### config.mk
export PLATFORM = sky130hd
export DESIGN_NAME = sdram_apb_arbiter
export DESIGN_NICKNAME = d
export VERILOG_FILES = /design/src/rtl/sdram_arb_pkg.sv /design/src/rtl/sdram_arb_rr.sv /design/src/rtl/sdram_apb_arbiter.sv
export SDC_FILE = /design/constraint.sdc
export NUM_CORES = 1
export LEC_CHECK = 0
export CAP_MARGIN = 20
export CELL_PAD_IN_SITES_DETAIL_PLACEMENT = 1
export CELL_PAD_IN_SITES_GLOBAL_PLACEMENT = 2
export CORE_MARGIN = 8
export CORE_UTILIZATION = 12
export CTS_BUF_LIST = sky130_fd_sc_hd__clkbuf_8
export DETAILED_ROUTE_END_ITERATION = 12
export PLACE_DENSITY = 0.89
export REMOVE_ABC_BUFFERS = 1
export SLEW_MARGIN = 0
export SYNTH_ARGS = -nofsm -noshare
export SYNTH_HDL_FRONTEND = slang
export SYNTH_HIERARCHICAL = 1
export SYNTH_SLANG_ARGS = --single-unit
export TNS_END_PERCENT = 10
### constraint.sdc
create_clock -name clock -period 5.9 [get_ports clock]
set_clock_uncertainty 0.15 [all_clocks]
set_input_delay 1.475 -clock clock [delete_from_list [all_inputs] [get_ports clock]]
set_output_delay 1.475 -clock clock [all_outputs]
set_load 0.005 [all_outputs]
### src/rtl/sdram_arb_pkg.sv
// Shared types for the two-port SDRAM APB arbiter.
package sdram_arb_pkg;

  typedef enum logic [1:0] {
    ST_IDLE,
    ST_SETUP,
    ST_ACCESS,
    ST_DRAIN
  } state_t;

  localparam logic PORT0 = 1'b0;
  localparam logic PORT1 = 1'b1;

endpackage

### src/rtl/sdram_arb_rr.sv
// Two-way round-robin picker: a lone requester wins, a tie goes to the port not served last.
module sdram_arb_rr
  import sdram_arb_pkg::*;
(
  input  logic [1:0] req,
  input  logic       last,
  output logic       gnt,
  output logic       valid
);

  always_comb begin
    valid = |req;
    case (req)
      2'b10:   gnt = PORT1;
      2'b11:   gnt = ~last;
      default: gnt = PORT0;
    endcase
  end

endmodule

### src/rtl/sdram_apb_arbiter.sv
// Two-requester APB arbiter in front of the SDRAM controller APB port: round-robin grant,
// one transfer in flight, per-transfer watchdog and a drain state that swallows late completions.
module sdram_apb_arbiter
  import sdram_arb_pkg::*;
#(
  parameter int ADDR_W  = 32,
  parameter int DATA_W  = 32,
  parameter int TIMEOUT = 4096
) (
  input  logic                clock,
  input  logic                reset,
  input  logic                in0_psel,
  input  logic                in0_penable,
  input  logic                in0_pwrite,
  input  logic [ADDR_W-1:0]   in0_paddr,
  input  logic [2:0]          in0_pprot,
  input  logic [DATA_W-1:0]   in0_pwdata,
  input  logic [DATA_W/8-1:0] in0_pstrb,
  output logic                in0_pready,
  output logic [DATA_W-1:0]   in0_prdata,
  output logic                in0_pslverr,
  input  logic                in1_psel,
  input  logic                in1_penable,
  input  logic                in1_pwrite,
  input  logic [ADDR_W-1:0]   in1_paddr,
  input  logic [2:0]          in1_pprot,
  input  logic [DATA_W-1:0]   in1_pwdata,
  input  logic [DATA_W/8-1:0] in1_pstrb,
  output logic                in1_pready,
  output logic [DATA_W-1:0]   in1_prdata,
  output logic                in1_pslverr,
  output logic                out_psel,
  output logic                out_penable,
  output logic                out_pwrite,
  output logic [ADDR_W-1:0]   out_paddr,
  output logic [2:0]          out_pprot,
  output logic [DATA_W-1:0]   out_pwdata,
  output logic [DATA_W/8-1:0] out_pstrb,
  input  logic                out_pready,
  input  logic [DATA_W-1:0]   out_prdata,
  input  logic                out_pslverr
);

  localparam int WDOG_W = (TIMEOUT > 1) ? $clog2(TIMEOUT) : 1;
  localparam logic [WDOG_W-1:0] WDOG_LAST = (TIMEOUT > 1) ? WDOG_W'(TIMEOUT - 1) : '0;

  state_t            state;
  logic              gnt, last, psel_q, penable_q;
  logic              pick_gnt, pick_vld, done, expire, live0, live1;
  logic [WDOG_W-1:0] wdog;

  sdram_arb_rr u_rr (
    .req   ({in1_psel, in0_psel}),
    .last  (last),
    .gnt   (pick_gnt),
    .valid (pick_vld)
  );

  assign done   = (state == ST_ACCESS) && out_pready;
  assign expire = (state == ST_ACCESS) && !out_pready && (TIMEOUT != 0) && (wdog == WDOG_LAST);

  always_ff @(posedge clock or negedge reset) begin
    if (!reset) begin
      state     <= ST_IDLE;
      gnt       <= PORT0;
      last      <= PORT1;
      wdog      <= '0;
      psel_q    <= 1'b0;
      penable_q <= 1'b0;
    end else begin
      case (state)
        ST_IDLE: begin
          if (pick_vld) begin
            gnt    <= pick_gnt;
            psel_q <= 1'b1;
            state  <= ST_SETUP;
          end
        end
        ST_SETUP: begin
          penable_q <= 1'b1;
          wdog      <= '0;
          state     <= ST_ACCESS;
        end
        ST_ACCESS: begin
          // A real completion takes priority over a watchdog expiry in the same cycle.
          if (done || expire) begin
            last      <= gnt;
            psel_q    <= 1'b0;
            penable_q <= 1'b0;
            state     <= done ? ST_IDLE : ST_DRAIN;
          end else begin
            wdog <= wdog + WDOG_W'(1);
          end
        end
        ST_DRAIN: begin
          if (out_pready) state <= ST_IDLE;
        end
        default: state <= ST_IDLE;
      endcase
    end
  end

  assign out_psel    = psel_q;
  assign out_penable = penable_q;

  // Request fields come straight from the granted port; idle bus is all zeros.
  always_comb begin
    out_pwrite = 1'b0;
    out_paddr  = '0;
    out_pprot  = '0;
    out_pwdata = '0;
    out_pstrb  = '0;
    if (psel_q) begin
      if (gnt == PORT1) begin
        out_pwrite = in1_pwrite;
        out_paddr  = in1_paddr;
        out_pprot  = in1_pprot;
        out_pwdata = in1_pwdata;
        out_pstrb  = in1_pwrite ? in1_pstrb : '0;
      end else begin
        out_pwrite = in0_pwrite;
        out_paddr  = in0_paddr;
        out_pprot  = in0_pprot;
        out_pwdata = in0_pwdata;
        out_pstrb  = in0_pwrite ? in0_pstrb : '0;
      end
    end
  end

  // A requester that abandoned its access phase gets nothing back.
  assign live0 = (done || expire) && (gnt == PORT0) && in0_psel && in0_penable;
  assign live1 = (done || expire) && (gnt == PORT1) && in1_psel && in1_penable;

  always_comb begin
    in0_pready  = live0;
    in0_prdata  = '0;
    in0_pslverr = 1'b0;
    in1_pready  = live1;
    in1_prdata  = '0;
    in1_pslverr = 1'b0;
    if (live0) begin
      in0_prdata  = done ? out_prdata : '0;
      in0_pslverr = done ? out_pslverr : 1'b1;
    end
    if (live1) begin
      in1_prdata  = done ? out_prdata : '0;
      in1_pslverr = done ? out_pslverr : 1'b1;
    end
  end

endmodule

==> metrics.txt <==
run status=complete, no violations; Yosys warning count=6; antenna violations before repair=0; share of post-route cells with drive strength above 1=roughly 3.4%; worst-margin pin slew=between 1000 and 1500 ps; R2R Setup Slk=3950 ps; slowest stage delay, CP=600 ps; Num CTS Buffers=3; Ports=326; gr usage total=12.67%; Sinks on Clock Net=18; CP max FO=32; power per standard cell area=256.0 nW/um^2; Nets=830; min-delay worst type=flop to flop; post-synth cell types=46; die area=25830 um^2; WL final=17090 um; hold-critical path depth=1; min Tclk post-route=4965 ps; Iteration-0 DRC Markers=80; DRT Pass-1 Iters=3; startpoint types=input pin; Routed Antenna Nets=0; fin cells=around 920; DP HPWL=14800 um; fraction of registers with async set/reset=100.0%; CTS tree=yes; Worst-Skew Late Latency=260 ps; Worst Reg-to-Reg Cells=4; I/O Buffers=325; final hold violations=0; # Max-Cap Violations=0; Syn Std Cell Area=2514 um^2; postcts setup bufs=0; final setup fails=0; total grt overflow=0; CORE AREA=20820 um^2; area growth from synthesis to layout=141.4%; Die H=roughly 160 um; sequential-to-total area share from yosys stat=17.97%; vias in the first global route=4025; first-pass GRT wire length=approximately 26000 um; crit end category=output port; EDFF count, synth=0; Core Util, Final=29.14%; post-route DRC violation count=0; Tcrit/Tclk final=84.16%; GP Congestion=0.7851; via count=~3600; WL/cell=around 19 um; most frequent cells in the layout=clkdlybuf4s50_1 (325), nor2_1 (82), mux2i_1 (72), and2_1 (64), dfrtp_1 (16); Max stage delay cell, worst path=clkdlybuf4s50_1; worst hold path startpoint=wdog[11]$_DFFE_PN0P_; Gate Count Post-Synth=336; CTS root buf=clkbuf_8; drt via density=3.929; H-tree depth=1; reg2reg start=state[1]$_DFFE_PN0P_; most used cell, CP=clkdlybuf4s50_1; hold path endpoint=wdog[11]$_DFFE_PN0P_; Worst R2R End=wdog[10]$_DFFE_PN0P_; Total Negative Setup Slacks=0 ps; number of hold buffers added after cts=0; Setup CP Type=input pin to output port; placed cell areas=6022 um^2; Die Width=160.7 um; post-CTS resize count=0; # rows=53; FMAX=201.4 MHz; Placed Cells=915; Clock Pin Slew Worst Setup and Hold Paths=approximately 60 ps; cell area after layout=6067 um^2; Clock Path Buffers=2; Initial Util=12.07%; RSZ-0062 raised after global routing=false; commonest non-fill, non-tap cell in the layout=clkdlybuf4s50_1; Ant. Diodes=0; Yosys reg bits=18; Leakage Power=2.382 nW; fin. max-slew vios=0; Critical Path RT=4280 ps; largest net degree at the start of global routing=56; critical path arrival=3340 ps; worst path cell trace=clkdlybuf4s50_1 > nand2_1 > nor2_1 > buf_4 > and2_1 > clkdlybuf4s50_1; Synth Flop Type=dfrtp_1; slew margin rel.=about a third; Syn Area/Cell=7.481 um^2; peak supply drop=0.1565 mV
-- how the worst max path moves through the flow --
stage | startpoint | to | slack, ps | cells after the start
finish | out_pready | in0_prdata[25] | 930 | 6
detailed placement | out_pready | in0_prdata[25] | 920 | 6
CTS | out_pready | in0_prdata[25] | 910 | 6
global placement | out_pready | in0_prdata[25] | 920 | 6
global route | out_pready | in0_prdata[25] | 750 | 6
floorplan | gnt$_DFFE_PN0P_ | in1_prdata[0] | 540 | 3
-- logic make-up after synthesis --
| kind of cell | synth area share, % |
|---|---|
| AO/OA/AOI/OAI | 6.870 |
| adder cells (fa/ha/maj) | 0.4977 |
| AND/OR/NAND/NOR | 39.32 |
| multiplexers | 29.57 |
| buffers and inverters | 5.774 |
| flip-flops | 17.97 |
-- critical path, delay by kind of cell --
family	cells	cell delay, ps
buf+inv	3	1390
simple gates	3	440
-- Yosys cell counts (2+ instances only) --
cell type  number  area (um^2)
nand4_1         2        12.51
and2_1         64        400.4
a21oi_1         5        25.02
buf_6           3        33.78
nand3_2         2        20.02
inv_1           3        11.26
nor3_1          3        15.01
o31ai_1         2        15.01
nor2_1         82        307.8
nand2_1        13        48.80
mux2i_1        72        720.7
clkbuf_1       14        52.55
a32oi_1         4        35.03
dfrtp_1        17        425.4
nor4b_1         2        17.52
mux2_2          2        22.52
nand3_1         6        30.03
nand2b_1        2        12.51
or3_1           2        12.51
o311ai_0        3        26.28
buf_2           8        40.04
-- where the power goes --
| group | internal (mW) | leakage (nW) | switching [mW] |
|---|---|---|---|
| combinational | 0.719 | 2.12 | 0.478 |
| clock | 0.0463 | 0.0269 | 0.0432 |
| sequential | 0.153 | 0.234 | 0.114 |
| total | 0.918 | 2.38 | 0.635 |
-- routing by layer --
metal	wire, um	track usage [%]	vias up	share of wire, %
li1	-	-	1762	-
met1	6217	13.26	1719	36
met2	9481	24.70	124	55
met3	1265	3.916	6	7.4
met4	123	1.726	0	0.72
met5	0	0	-	0
-- flip-flops by register name (all words and copies together) (netlist names) --
name	cells
last	1
gnt	1
out_penable	1
wdog	12
state	2
out_psel	1
-- per-stage QoR --
step                      total power, mW  worst slack [ps]  hold WS [ps]
after floorplan                    0.7501             537.4         298.9
after global placement              1.491             921.6         314.2
after detailed placement            1.505             916.6         337.9
after CTS                           1.602             911.8         346.8
after global routing                1.673             747.8         367.3
final                               1.553             934.7         342.0
-- final cells by class --
class | count | area, um^2
tap | 275 | 344.1
timing repair buffer | 330 | 3291
sequential | 18 | 455.4
inverter | 4 | 15.01
fill | 2496 | 14760
clock buffer | 3 | 41.29
clock inverter | 1 | 3.754
multi-input combinational | 288 | 1917
Power figures use the tool's default switching activity.
